$ cat config.mk
export PLATFORM = sky130hd
export DESIGN_NAME = imem_fetch_unit
export DESIGN_NICKNAME = d
export VERILOG_FILES = /design/src/rtl/imem_fetch_unit.sv
export SDC_FILE = /design/constraint.sdc
export NUM_CORES = 2
export LEC_CHECK = 0
export BUFFER_PORTS_ARGS = -buffer_cell sky130_fd_sc_hd__buf_2
export CAP_MARGIN = 20
export CELL_PAD_IN_SITES_DETAIL_PLACEMENT = 0
export CELL_PAD_IN_SITES_GLOBAL_PLACEMENT = 1
export CORE_UTILIZATION = 34
export DETAILED_ROUTE_END_ITERATION = 16
export MAX_ROUTING_LAYER = met4
export PLACE_DENSITY_LB_ADDON = 0.2
export SETUP_SLACK_MARGIN = 0.5
export SLEW_MARGIN = 20
export SYNTH_ARGS = -nofsm -noshare
export SYNTH_HDL_FRONTEND = slang
export SYNTH_SLANG_ARGS = --single-unit
$ cat constraint.sdc
create_clock -name clk -period 2.6 [get_ports clk]
set_input_delay 0.39 -clock clk [delete_from_list [all_inputs] [get_ports clk]]
set_output_delay 0.39 -clock clk [all_outputs]
set_load 0.02 [all_outputs]
$ cat src/rtl/imem_fetch_unit.sv
// Synchronous instruction memory with a valid/ready fetch port, a registered 1-cycle response,
// flush support, fault reporting and a runtime load port. Optional perf counters: IMEM_PERF_CNT_EN.
module imem_fetch_unit #(
  parameter int              XLEN        = 32,
  parameter int              DEPTH_WORDS = 64,
  parameter logic [XLEN-1:0] NOP_INSTR   = XLEN'(32'h0000_0013)
) (
  input  logic                           clk,
  input  logic                           rst_n,
  input  logic                           req_valid,
  output logic                           req_ready,
  input  logic [XLEN-1:0]                req_pc,
  input  logic                           flush,
  output logic                           resp_valid,
  input  logic                           resp_ready,
  output logic [XLEN-1:0]                resp_instr,
  output logic [XLEN-1:0]                resp_pc,
  output logic [1:0]                     resp_fault,
  input  logic                           prog_we,
  input  logic [$clog2(DEPTH_WORDS)-1:0] prog_addr,
  input  logic [XLEN-1:0]                prog_data,
  output logic [31:0]                    perf_fetches,
  output logic [31:0]                    perf_faults
);

  localparam int              ADDR_W    = $clog2(DEPTH_WORDS);
  localparam logic [XLEN-1:0] MEM_BYTES = XLEN'(4 * DEPTH_WORDS);

  localparam logic [1:0] FAULT_OK    = 2'b00;
  localparam logic [1:0] FAULT_ALIGN = 2'b01;
  localparam logic [1:0] FAULT_RANGE = 2'b10;

  // Contents survive reset; only the power-on value is defined.
  logic [XLEN-1:0] mem [DEPTH_WORDS] = '{default: NOP_INSTR};

  logic              accept;
  logic [ADDR_W-1:0] fetch_idx;
  logic [1:0]        fetch_fault;
  logic [XLEN-1:0]   fetch_instr;

  assign req_ready = !resp_valid || resp_ready || flush;
  assign accept    = req_valid && req_ready;
  assign fetch_idx = req_pc[ADDR_W+1:2];

  always_comb begin
    fetch_fault = FAULT_OK;
    fetch_instr = NOP_INSTR;
    if (req_pc[1:0] != 2'b00) begin
      fetch_fault = FAULT_ALIGN;
    end else if (req_pc >= MEM_BYTES) begin
      fetch_fault = FAULT_RANGE;
    end else begin
      fetch_instr = mem[fetch_idx];
    end
  end

  // The write lands at the edge, so a same-cycle fetch of that word still captures the old data.
  always_ff @(posedge clk) begin
    if (prog_we) begin
      mem[prog_addr] <= prog_data;
    end
  end

  always_ff @(posedge clk or negedge rst_n) begin
    if (!rst_n) begin
      resp_valid <= 1'b0;
      resp_instr <= NOP_INSTR;
      resp_pc    <= '0;
      resp_fault <= FAULT_OK;
    end else if (accept) begin
      resp_valid <= 1'b1;
      resp_instr <= fetch_instr;
      resp_pc    <= req_pc;
      resp_fault <= fetch_fault;
    end else if (resp_ready || flush) begin
      resp_valid <= 1'b0;
    end
  end

`ifdef IMEM_PERF_CNT_EN
  logic [31:0] fetch_cnt;
  logic [31:0] fault_cnt;

  // Both counters stick at all-ones instead of wrapping.
  always_ff @(posedge clk or negedge rst_n) begin
    if (!rst_n) begin
      fetch_cnt <= '0;
      fault_cnt <= '0;
    end else if (accept) begin
      if (fetch_cnt != 32'hFFFF_FFFF) begin
        fetch_cnt <= fetch_cnt + 32'd1;
      end
      if ((fetch_fault != FAULT_OK) && (fault_cnt != 32'hFFFF_FFFF)) begin
        fault_cnt <= fault_cnt + 32'd1;
      end
    end
  end

  assign perf_fetches = fetch_cnt;
  assign perf_faults  = fault_cnt;
`else
  assign perf_fetches = '0;
  assign perf_faults  = '0;
`endif

endmodule

; ---- Word-level counts from Yosys, hierarchy flattened
; Memory sizes are Yosys's and may differ from the RTL's.
; Cells that the tools add are included.
[totals]
ff_bits = 67
ramBits = 2048
in_bits = 76
output_inout_bits = 132
wordCells = 21
n_memories = 1
[op_classes]
magnitude_cmp = 1
n_mux = 8
reduce_logical = 7
[memory_table]
columns = name, depth, width, read_ports, rd_ports_with_merged_regs, write_ports, line_no
row1 = mem, 64, 32, 1, 0, 1, 34  ; logic [XLEN-1:0] mem [DEPTH_WORDS] = '{default: NOP_INSTR};
[op_table]
columns = op, n
row1 = 32-bit two-way mux, 2
row2 = 32-bit by 9-bit greater-or-equal comparator with 1-bit output (second input constant), 1
row3 = 1-bit two-way mux, 4
row4 = 2-bit two-way mux, 2
row5 = 2-bit nonzero test, 2
row6 = 1-bit logical OR, 3
row7 = 1-bit logical AND, 1
row8 = 1-bit logical NOT, 1

; ---- Longest topological paths before layout
[depth]
depth_word = 5
mapped_depth = 12
depth_no_buf = 6

; ---- Least setup slack after synthesis
; Ideal clock, no wire load.
[synth_path]
path_kind = input to register
from = input prog_addr[5]
to = memory mem[48][0] (enable)
setup_ns = 0.461
t_arrival_ns = 3.267
path_slack_ns = -1.128
cell_stages = 4
path_buffers = 1
cell_sequence = clkbuf_1 -> nand3_1 -> or3_1 -> nor3_1
[synth_rtl]
columns = element, line_no
row1 = from (decl), 20  ; input logic [$clog2(DEPTH_WORDS)-1:0] prog_addr,
row2 = to (decl), 34
; No word-level cell before the write port.

; ---- Worst setup path after layout
[layout_path]
from = register resp_valid
to = output req_ready
[layout_via]
elab_chain_cells = 3
[layout_lines]
columns = element, line_no
row1 = from (decl), 14  ; output logic resp_valid,
row2 = from (signal assigned), 66  ; resp_valid <= 1'b0;
row3 = from (signal assigned), 71  ; resp_valid <= 1'b1;
row4 = from (signal assigned), 76  ; resp_valid <= 1'b0;
row5 = 1-bit logical NOT, 41  ; assign req_ready = !resp_valid || resp_ready || flush;
row6 = 1-bit logical OR (2 in a row), 41
row7 = to (decl), 11  ; output logic req_ready,
; Every way passes these cells.

==> flow_metrics.env <==
export IMPL_seq_area_frac_synth_pct=77.1
export IMPL_setup_violations=0
export IMPL_drt_wl_total_um=255000
export IMPL_cp_startpoint="resp_valid$_DFFE_PN0P_"
export IMPL_clk_latency_ns=0.85
export IMPL_ys_ff_latch=2115
export IMPL_floorplan_die_area_um2=243000
export IMPL_layout_commonest_cell="edfxtp_1"
export IMPL_status="completed"
export IMPL_grt_max_degree=65
export IMPL_cts_root_buf="clkbuf_16"
export IMPL_finalHoldViolCount=0
export IMPL_die_y_um=493
export IMPL_ir_worst_vdd_mv=0.605
export IMPL_drt_iter0_drc=4167
export IMPL_fin_cells=7921
export IMPL_vias=42600
export IMPL_drive_gt1_share_pct=31.8
export IMPL_skew_ns=0.0416
export IMPL_drc=0
export IMPL_leakagePower_nw=32.6
export IMPL_crit_slowest_cell="or3b_4"
export IMPL_worstMarginPinSlew_ns=0.925
export IMPL_start_kind="flop"
export IMPL_rows=179
export IMPL_synth_top_area_share_pct=75.1
export IMPL_cts_tree="done"
export IMPL_finish_net_count=4640
export IMPL_synth_edf_count=2048
export IMPL_end_kind="output port"
export IMPL_dr_pass1_iters=6
export IMPL_finalCritPeriodShare_pct=85.5
export IMPL_syn_inst=3882
export IMPL_antenna_found_initial=15
export IMPL_htreeDepth=4
export IMPL_synthFlopType="edfxtp_1"
export IMPL_numCtsBuffers=216
export IMPL_post_route_min_period_ns=2.22
export IMPL_slew_violations=0
export IMPL_clock_sinks=2115
export IMPL_track_usage_pct=21.6
export IMPL_power_density_nw_per_um2=726
export IMPL_cts_buffer_depth=3
export IMPL_fmax_mhz=450
export IMPL_arrival_ns=1.83
export IMPL_hp_class="in -> reg"
export IMPL_grt_pass1_vias=42800
export IMPL_initial_core_util_pct=34.3
export IMPL_rsz0062_at_grt="true"
export IMPL_cpMostUsedCell="buf_6"
export IMPL_path_buf_inv=2
export IMPL_antenna_left=0
export IMPL_path_cells="or3b_4 > buf_6 > buf_6"
export IMPL_min_delay_start="flush"
export IMPL_grt_first_pass_wirelength_um=352000
export IMPL_yosysWarningCount=0
export IMPL_synth_area_leaders="edfxtp_1, mux4_2, mux2i_1"
export IMPL_path_class="reg -> out"
export IMPL_via_per_inst=5.38
export IMPL_gr_total_overflow=0
export IMPL_synthDistinctLibCells=60
export IMPL_dpl_hpwl_um=155000
export IMPL_cap_violations=0
export IMPL_path_clk_slew_ns=0.06
export IMPL_avgSynthCellArea_um2=21.1
export IMPL_path_delay_family="simple AND/OR/NAND/NOR gates"
export IMPL_required_ns=2.21
export IMPL_synth_area_um2=81900
export IMPL_dpl_cell_count=7477
export IMPL_path_max_fanout=2
export IMPL_maxSlewHeadroom_pct=38.4
export IMPL_reg2reg_from="resp_valid$_DFFE_PN0P_"
export IMPL_avgRoutedWirePerCell_um=32.2
export IMPL_gp_congestion=0.790
export IMPL_hold_slack_ns=0.0531
export IMPL_port_buffers=143
export IMPL_synth_largest_area_cell="edfxtp_1"
export IMPL_io_pins=208
export IMPL_area_delta_synth_final_pct=20.5
export IMPL_die_x_um=493
export IMPL_mostFrequentLayoutCells="edfxtp_1, mux4_2, buf_4, mux2i_1, clkbuf_16"
export IMPL_async_reset_ff_share_pct=3.17
export IMPL_cpPeakStageDelay_ns=0.39
export IMPL_core_region_area_um2=239000
==> cell usage after synthesis, types with 26 or more instances <==
cell type	n
buf_2	62
mux2i_1	273
dfrtp_1	64
a22oi_1	94
o21ai_0	26
mux4_2	431
clkbuf_1	57
a21oi_1	48
nand3_1	61
buf_4	119
nor2_1	99
edfxtp_1	2048
nand2_1	195
==> power by group <==
part | internal (mW) | switching, mW
Clock | 16.5 | 13.1
Sequential | 37.7 | 0.0739
Combinational | 1.69 | 2.61
==> final cells by class <==
class,count,area [µm²]
antenna,9,22.5
clock buffer,294,5870
clock inverter,105,813
fill,21200,140000
inverter,10,40.0
multi-input combinational,1546,17900
sequential,2115,63200
tap,3167,3960
timing repair buffer,675,6910
==> repair_timing <==
action	CTS	global route
pin swaps	6	3
hold buffers	31	1
hold endpoints to repair	104	15
setup buffers	3	0
endpoints found under the setup margin	31	28
gates resized for setup	43	13
==> metrics by stage <==
stage          power (mW)  area, µm²  utilization, %  worst slack (ns)  setup TNS, ns
5_1_grt              73.8      98700            41.3             0.304              0
4_1_cts              72.4      98600            41.3             0.315              0
3_3_place_gp         42.7      91400            38.3            -0.485          -5.89
6_report             71.6      98700            41.3             0.377              0
2_1_floorplan        40.7      82800               -             0.263              0
3_5_place_dp         42.8      91400            38.3            -0.505          -6.55
==> registers in the layout (all words and copies together) (netlist names) <==
register and count:
resp_fault 2, resp_instr 32, mem 2048, resp_pc 32
resp_valid 1
==> kinds of logic (layout without fill, tap and decap cells) <==
| group | Yosys count | after routing | share of synthesized area, % |
|---|---|---|---|
| and+or+nand+nor | 453 | 453 | 2.46 |
| muxes | 724 | 724 | 15.5 |
| DFF | 2115 | 2115 | 77.1 |
| AOI/OAI and AO/OA | 305 | 305 | 2.62 |
| buffers and inverters | 284 | 1084 | 2.25 |
| other | 1 | 73 | 0.00458 |
==> metal layers <==
| layer | track usage (%) | up-vias | part of all wire [%] | wire [µm] |
|---|---|---|---|---|
| met5 | - | - | 0 | 0 |
| met4 | 3.87 | 0 | 1.6 | 4070 |
| met3 | 3.23 | 270 | 5.7 | 14500 |
| met2 | 33.3 | 1419 | 47 | 120000 |
| met1 | 30.6 | 23500 | 46 | 116000 |
| li1 | - | 17400 | - | - |
==> path summary, 6_finish.rpt <==
path                                             end  cells after the start  slack (ns)
max reg2reg                resp_instr[5]$_DFFE_PN0P_                      9        0.47
min in group asynchronous    resp_pc[10]$_DFFE_PN0P_                      2        0.14
min reg2reg                   resp_pc[6]$_DFFE_PN0P_                      2        0.47
max in group asynchronous  resp_instr[1]$_DFFE_PN1P_                      3        1.61
min                        resp_fault[0]$_DFFE_PN0P_                      4        0.05
max                                        req_ready                      3        0.38
==> worst reg2reg max path, stage by stage, from the launching register on <==
cell and delay, ns:
dfrtp_1 0.37, or3b_4 0.24, nand3_2 0.14, or3_4 0.44, buf_12 0.18, nor3_1 0.15
buf_4 0.21, a32oi_2 0.10, buf_4 0.17, nand3_1 0.07
No activity file was read; power rests on OpenSTA's default activity.
